===== config.mk =====
export PLATFORM = sky130hd
export DESIGN_NAME = pc_sequencer_flat
export DESIGN_NICKNAME = d
export VERILOG_FILES = /design/src/rtl/cpu_pkg.sv /design/src/rtl/pc_sequencer_if.sv /design/src/rtl/pc_sequencer_adder.sv /design/src/rtl/pc_sequencer.sv /design/src/flat_wrapper.sv
export SDC_FILE = /design/constraint.sdc
export NUM_CORES = 1
export LEC_CHECK = 0
export CORE_MARGIN = 8
export CORE_UTILIZATION = 42
export CTS_BUF_LIST = sky130_fd_sc_hd__clkbuf_4 sky130_fd_sc_hd__clkbuf_8
export DETAILED_ROUTE_END_ITERATION = 6
export HOLD_SLACK_MARGIN = 0.03
export PLACE_DENSITY_LB_ADDON = 0.12
export SYNTH_ARGS = -nofsm -noshare
export SYNTH_HDL_FRONTEND = slang
export SYNTH_SLANG_ARGS = --single-unit

===== constraint.sdc =====
create_clock -name clk -period 2.7 [get_ports clk]
set_input_delay 0.27 -clock clk [delete_from_list [all_inputs] [get_ports clk]]
set_output_delay 0.27 -clock clk [all_outputs]
set_load 0.02 [all_outputs]

===== src/rtl/cpu_pkg.sv =====
// rtl/cpu_pkg.sv - shared CPU constants and PC sequencer state encoding
package cpu_pkg;

    localparam int ADDR_W = 32;
    localparam int OFF_W  = 16;

    localparam logic [ADDR_W-1:0] RESET_PC_DEF = 32'h0000_0000;
    localparam logic [OFF_W-1:0]  PC_INC_DEF   = 16'd4;

    typedef enum logic [2:0] {
        ST_IDLE,
        ST_FETCH,
        ST_ISSUE,
        ST_RESOLVE,
        ST_NEXT
    } state_e;

endpackage


===== src/rtl/pc_sequencer_if.sv =====
// rtl/pc_sequencer_if.sv - fetch, decode and retire handshakes of the PC sequencer
interface pc_sequencer_if;
    import cpu_pkg::*;

    logic              imem_req;
    logic [ADDR_W-1:0] imem_addr;
    logic              imem_ack;
    logic [31:0]       imem_rdata;
    logic              instr_valid;
    logic [31:0]       instr;
    logic              instr_ready;
    logic              ret_valid;
    logic              br_taken;
    logic [OFF_W-1:0]  br_offset;

    modport master (
        output imem_req, imem_addr, instr_valid, instr,
        input  imem_ack, imem_rdata, instr_ready, ret_valid, br_taken, br_offset
    );

    modport slave (
        input  imem_req, imem_addr, instr_valid, instr,
        output imem_ack, imem_rdata, instr_ready, ret_valid, br_taken, br_offset
    );

endinterface


===== src/rtl/pc_sequencer_adder.sv =====
// rtl/pc_sequencer_adder.sv - shared 32+16-bit address adder, carry out discarded
module adder
    import cpu_pkg::*;
(
    input  logic [ADDR_W-1:0] a,
    input  logic [OFF_W-1:0]  b,
    output logic [ADDR_W-1:0] sum
);

    assign sum = a + {{(ADDR_W-OFF_W){1'b0}}, b};

endmodule


===== src/rtl/pc_sequencer.sv =====
// rtl/pc_sequencer.sv - multi-cycle PC sequencer: fetch, issue, wait retire, advance pc
module pc_sequencer
    import cpu_pkg::*;
#(
    parameter logic [ADDR_W-1:0] RESET_PC = RESET_PC_DEF,
    parameter logic [OFF_W-1:0]  PC_INC   = PC_INC_DEF
) (
    input  logic              clk,
    input  logic              rst_n,
    input  logic              run,
    output logic [ADDR_W-1:0] pc,
    pc_sequencer_if.master    bus
);

    state_e            state_q, state_d;
    logic [ADDR_W-1:0] pc_q, pc_d;
    logic [31:0]       instr_q, instr_d;
    logic              br_taken_q, br_taken_d;
    logic [OFF_W-1:0]  br_offset_q, br_offset_d;
    logic              imem_req_q, imem_req_d;
    logic              instr_valid_q, instr_valid_d;
    logic [OFF_W-1:0]  add_op2;
    logic [ADDR_W-1:0] add_sum;

    // The single adder serves both sequential increment and branch target.
    assign add_op2 = br_taken_q ? br_offset_q : PC_INC;

    adder u_adder (
        .a   (pc_q),
        .b   (add_op2),
        .sum (add_sum)
    );

    always_comb begin
        state_d     = state_q;
        pc_d        = pc_q;
        instr_d     = instr_q;
        br_taken_d  = br_taken_q;
        br_offset_d = br_offset_q;
        case (state_q)
            ST_IDLE: begin
                if (run) state_d = ST_FETCH;
            end
            ST_FETCH: begin
                if (bus.imem_ack) begin
                    instr_d = bus.imem_rdata;
                    state_d = ST_ISSUE;
                end
            end
            ST_ISSUE: begin
                if (bus.instr_ready) state_d = ST_RESOLVE;
            end
            ST_RESOLVE: begin
                if (bus.ret_valid) begin
                    br_taken_d  = bus.br_taken;
                    br_offset_d = bus.br_offset;
                    state_d     = ST_NEXT;
                end
            end
            ST_NEXT: begin
                pc_d    = add_sum;
                state_d = run ? ST_FETCH : ST_IDLE;
            end
            default: state_d = ST_IDLE;
        endcase
        // Handshake outputs come from the next state so they are pure flops.
        imem_req_d    = (state_d == ST_FETCH);
        instr_valid_d = (state_d == ST_ISSUE);
    end

    always_ff @(posedge clk) begin
        if (!rst_n) begin
            state_q       <= ST_IDLE;
            pc_q          <= RESET_PC;
            instr_q       <= 32'h0;
            br_taken_q    <= 1'b0;
            br_offset_q   <= '0;
            imem_req_q    <= 1'b0;
            instr_valid_q <= 1'b0;
        end else begin
            state_q       <= state_d;
            pc_q          <= pc_d;
            instr_q       <= instr_d;
            br_taken_q    <= br_taken_d;
            br_offset_q   <= br_offset_d;
            imem_req_q    <= imem_req_d;
            instr_valid_q <= instr_valid_d;
        end
    end

    assign pc              = pc_q;
    assign bus.imem_addr   = pc_q;
    assign bus.imem_req    = imem_req_q;
    assign bus.instr_valid = instr_valid_q;
    assign bus.instr       = instr_q;

endmodule


===== src/flat_wrapper.sv =====
// flat-port wrapper written by rule: the top's interface ports become plain ports
module pc_sequencer_flat import cpu_pkg::*;
#(
    parameter logic [ADDR_W-1:0] RESET_PC = RESET_PC_DEF,
    parameter logic [OFF_W-1:0]  PC_INC   = PC_INC_DEF
)
  (clk, rst_n, run, pc, bus_imem_req, bus_imem_addr, bus_instr_valid, bus_instr, bus_imem_ack, bus_imem_rdata, bus_instr_ready, bus_ret_valid, bus_br_taken, bus_br_offset);
  pc_sequencer_if bus_i ();
  input  logic clk;
  input  logic rst_n;
  input  logic run;
  output logic [ADDR_W-1:0] pc;
  output wire logic [$bits(bus_i.imem_req)-1:0] bus_imem_req;
  output wire logic [$bits(bus_i.imem_addr)-1:0] bus_imem_addr;
  output wire logic [$bits(bus_i.instr_valid)-1:0] bus_instr_valid;
  output wire logic [$bits(bus_i.instr)-1:0] bus_instr;
  input wire logic [$bits(bus_i.imem_ack)-1:0] bus_imem_ack;
  input wire logic [$bits(bus_i.imem_rdata)-1:0] bus_imem_rdata;
  input wire logic [$bits(bus_i.instr_ready)-1:0] bus_instr_ready;
  input wire logic [$bits(bus_i.ret_valid)-1:0] bus_ret_valid;
  input wire logic [$bits(bus_i.br_taken)-1:0] bus_br_taken;
  input wire logic [$bits(bus_i.br_offset)-1:0] bus_br_offset;
  assign bus_imem_req = bus_i.imem_req;
  assign bus_imem_addr = bus_i.imem_addr;
  assign bus_instr_valid = bus_i.instr_valid;
  assign bus_instr = bus_i.instr;
  assign bus_i.imem_ack = bus_imem_ack;
  assign bus_i.imem_rdata = bus_imem_rdata;
  assign bus_i.instr_ready = bus_instr_ready;
  assign bus_i.ret_valid = bus_ret_valid;
  assign bus_i.br_taken = bus_br_taken;
  assign bus_i.br_offset = bus_br_offset;
  pc_sequencer #(.RESET_PC(RESET_PC), .PC_INC(PC_INC)) u_core (.clk(clk), .rst_n(rst_n), .run(run), .pc(pc), .bus(bus_i));
endmodule

## After elaboration in Yosys (flattened, before gate mapping)

Index checks and enable logic that the tools add are counted.

| storage, ports and cells | value |
|---|---|
| register bits after elaboration | 86 |
| logic and storage cells | 24 |

| cells by class | value |
|---|---|
| $add $sub $neg | 1 |
| reduce and logical (&&, ||, !) cells | 3 |
| mux-type cells | 7 |
| eq/ne operators | 6 |

Operators by type and width:

| operator | number |
|---|---|
| $add A32 B16 Y32 | 1 |
| $mux W16 | 1 |
| $pmux W3 S5 | 1 |
| $mux W3 | 4 |
| $eq A3 B2 Y1 const B | 3 |
| $eq A3 B1 Y1 const B | 2 |
| $reduce_and A2 Y1 | 2 |
| $eq A3 B3 Y1 const B | 1 |
| $logic_not A3 Y1 | 1 |
| $mux W1 | 1 |

## Depth between registers and ports, before layout

| logic depth | value |
|---|---|
| word-level depth | 3 |
| gate-level depth with buffers | 11 |
| depth with buffers taken out | 9 |

## Cells and area by module

From an unflattened synthesis, not the netlist that was laid out.

| second synthesis, totals | value |
|---|---|
| cells, all modules | 598 |
| area total of the unflattened synthesis | 4859.7 um2 |

By module, submodules not included:

| module | area an instance (um2) | sequential area each (um2) | times used | cells each |
|---|---|---|---|---|
| pc_sequencer | 3641.0 | 1721.7 | 1 | 429 |
| adder | 1218.7 | 0.0 | 1 | 169 |

## Worst setup path after synthesis

Ideal clock, no wire load.

| timing | value |
|---|---|
| path type | reg-to-reg |
| from | register u_core.br_taken_q |
| to | register u_core.pc_q[22] (netlist: u_core.bus.imem_addr[22]) |
| clock period less this slack | 2.881 ns |
| data required time | 2.570 ns |
| data arrival time | 2.751 ns |
| cell stages (with the launch flop) | 12 |
| buffers on the path | 2 |
| slack | -0.181 ns |
| cell sequence | dfxtp_1 clkbuf_1 and2_1 ha_1 fa_1 a21o_1 a221oi_1 a21oi_1 a21oi_1 clkbuf_1 nor4b_1 mux2i_1 |

| on the way | value |
|---|---|
| cells in the longest elaborated chain, start to end | 2 |

Ends and longest elaborated chain:

| what | line | text |
|---|---|---|
| from (decl) | pc_sequencer.sv:18 | `logic br_taken_q, br_taken_d;` |
| from (signal assigned) | pc_sequencer.sv:84 | `br_taken_q <= br_taken_d;` |
| $mux W16 | pc_sequencer.sv:26 | `assign add_op2 = br_taken_q ? br_offset_q : PC_INC;` |
| $add A32 B16 Y32 | pc_sequencer_adder.sv:10 | `assign sum = a + {{(ADDR_W-OFF_W){1'b0}}, b};` |
| to (signal assigned) | pc_sequencer.sv:82 | `pc_q <= pc_d;` |
| to (decl) | pc_sequencer.sv:16 | `logic [ADDR_W-1:0] pc_q, pc_d;` |

Every way passes these cells.
A chain may end at the register's enable or synchronous reset.

## Worst setup path after layout

| timing | value |
|---|---|
| from | register u_core.br_taken_q |
| to | register u_core.pc_q[24] (netlist: u_core.bus.imem_addr[24]) |

The elaborated chain is that of the path after synthesis.

==> results by group <==
Status
  • Outcome: finished clean

Global routing
  • Vias in the first global route: 4213
  • Initial antenna violation count: 0
  • Pin count of the biggest net entering global routing: 37
  • Grt total ovfl: 0
  • Gr usage total: 17.35%
  • First-pass GRT wire length: 20370 µm

Synthesis
  • Synth warn: 0
  • Synth Cell Area: 4409 µm²
  • Synth area leader: dfxtp_1
  • Syn nets: 631
  • Synth async-reset ratio: 0%
  • Area share of the largest cell type after synthesis: 39.05%
  • Commonest cells in the netlist: nand2_1 (134), dfxtp_1 (86), a21oi_1 (78)
  • Most common cell in the synthesized netlist: nand2_1
  • Synth unique cells: 50
  • Synth area leaders: dfxtp_1 (39%), nand2_1 (11%), a21oi_1 (8.9%)
  • Syn avg cell area: 7.902 µm²
  • Main synth FF type: dfxtp_1
  • Seq/Total Area, Yosys: 39.05%
  • Post-synthesis register bit count: 86
  • Post-synth EDFFs: 0
  • Syn Inst Count: 558

Floorplan
  • Die footprint: 14030 µm²
  • Core area: 10280 µm²
  • I/O Pins: 153
  • Die height: 118.5 µm
  • DIE WIDTH: 118.5 µm
  • Num rows: 37
  • Starting Density: 42.90%

Clock tree
  • CTS tree: yes
  • Clock sink count: 86
  • CTS Root Cell: clkbuf_8
  • Longest Clk Path Bufs: 2
  • Num CTS Buffers: 9
  • Post-CTS setup repair buffer count: 0
  • Worst-Skew Late Latency: 0.35 ns
  • Worst-path clk slew: 0.08 ns
  • H-tree levels: 3

Setup path
  • Setup Crit Path Kind: reg -> reg
  • Crit path required time: 2.98 ns
  • Startpoint Class: register
  • CP arrival: 2.86 ns
  • CP endpoint kind: register
  • R2R depth: 10
  • Critical path peak fanout: 11

Hold path
  • Hold Crit Class: reg -> reg
  • WHS Path Cells: 2

Power and ir drop
  • Power per cell area: 427.3 nW/µm²
  • Worst vdd ir: 0.0003491 V
  • Tot Pwr: 2.620 mW
  • Leak Pwr: 2.202 nW

Timing
  • Final period util: 95.81%
  • Endpoints failing hold: 0
  • Final Setup Violations: 0
  • Fmax: 386.6 MHz
  • Period minus WS final: 2.587 ns
  • Slew HR: 57.79%
  • Worst Tran Pin Value: 0.6314 ns
  • Setup Skew: 0.007138 ns
  • Setup Total Neg Slack: 0 ns
  • Worst hold slack: 0.4548 ns
  • Max Slew Vio Count: 0

Routing
  • Antenna-violating nets left: 0
  • Vias/cell: 5.272
  • DR iter-0 viols: 188
  • Routed WL: 12580 µm
  • Pre-Repair DR Iteration Count: 6
  • Vias: 4286
  • Routed wire length per instance: 15.47 µm
  • Remaining DRCs: 0

Final layout
  • Fin nets: 746
  • Area growth syn-to-layout: 39.07%
  • N_diodes: 0
  • Cell area after layout: 6132 µm²
  • Layout cells sized above 1: 6.204%

Placement
  • Routability cong.: 0.8128
  • Post-detail-place hpwl: 9322 µm
  • Port bufs: 152
  • DP Area: 5848 µm²

Job
  • Max Cap Viol: 0
registers in the layout (all words and copies together) (netlist names):
| register | cells |
|---|---|
| u_core.br_offset_q | 16 |
| u_core.br_taken_q | 1 |
| u_core.bus.imem_addr | 32 |
| u_core.bus.imem_req | 1 |
| u_core.bus.instr | 32 |
| u_core.bus.instr_valid | 1 |
| u_core.state_q | 3 |
cell families after synthesis:
logic type / Yosys count / synth area share [%]
multiplexers: 9 / 2.043
XOR/XNOR: 5 / 0.9931
AND/OR/NAND/NOR: 239 / 25.85
AO/OA/AOI/OAI: 131 / 17.91
adder cells (fa/ha/maj): 18 / 5.278
buffers and inverters: 70 / 8.882
flip-flops: 86 / 39.05
worst max-delay path, cell delays in order (launching register included):
cell and delay [ns]:
dfxtp_2 0.35, buf_4 0.16, and2_1 0.16, ha_1 0.38, and3_1 0.24, a221oi_4 0.10, a21oi_4 0.20, a21oi_2 0.10
buf_4 0.17, or4_1 0.47, a21oi_1 0.17
path summary, 6_finish.rpt:
path / slack (ns) / endpoint / startpoint
setup / recovery: 0.11 / u_core.bus.imem_addr[24] / u_core.br_taken_q
hold / removal: 0.45 / u_core.br_offset_q[12] / u_core.br_offset_q[12]
setup reg to reg: 0.11 / u_core.bus.imem_addr[24] / u_core.br_taken_q
hold reg to reg: 0.45 / u_core.br_offset_q[12] / u_core.br_offset_q[12]
cell type report:
cell class | count | area (µm²)
inverter | 8 | 30.03
clock inverter | 3 | 67.56
tap | 136 | 170.2
timing repair buffer | 166 | 1627
fill | 950 | 4145
clock buffer | 12 | 158.9
sequential | 86 | 1723
multi-input combinational | 402 | 2356
placed cells by master, fill, tap and decap left out, drive strengths merged, types with 4 or more instances in the layout:
cell / instances
mux2i: 9
nand3: 17
nand4: 8
clkdlybuf4s50: 152
xnor2: 4
o21ai: 8
nand2: 134
a21oi: 78
or3: 4
ha: 17
a211oi: 5
inv: 8
nor3b: 4
nand2b: 9
nor2: 11
nor3: 4
and3: 9
a21o: 8
and2: 19
buf: 14
dfxtp: 86
or4: 7
a221oi: 4
o31ai: 9
clkbuf: 12
what timing repair did:
| action | CTS | global route |
|---|---|---|
| endpoints found under the setup margin | 0 | 16 |
| resized for setup | 0 | 14 |
| hold buffers | 0 | 0 |
metal layers:
layer | GRT usage (%) | vias to the layer above | wire [µm]
li1 | - | 2136 | -
met1 | 19.58 | 2015 | 5375
met2 | 27.71 | 122 | 5710
met3 | 8.567 | 13 | 1296
met4 | 6.640 | 0 | 197
met5 | 0 | - | 0
where the power goes:
group          total, mW  internal, mW  switching, mW
sequential          1.32          1.30         0.0196
combinational      0.278         0.143          0.135
clock               1.02         0.578          0.447
stage by stage:
stage	util, %	std cells	worst slack, ns
after floorplan	-	558	0.02344
after global placement	56.90	797	0.1240
after detailed placement	56.90	797	0.02435
after CTS	59.11	812	0.004520
after global routing	59.67	813	-0.02988
final	59.67	813	0.1131
No activity file was read; power rests on OpenSTA's default activity.
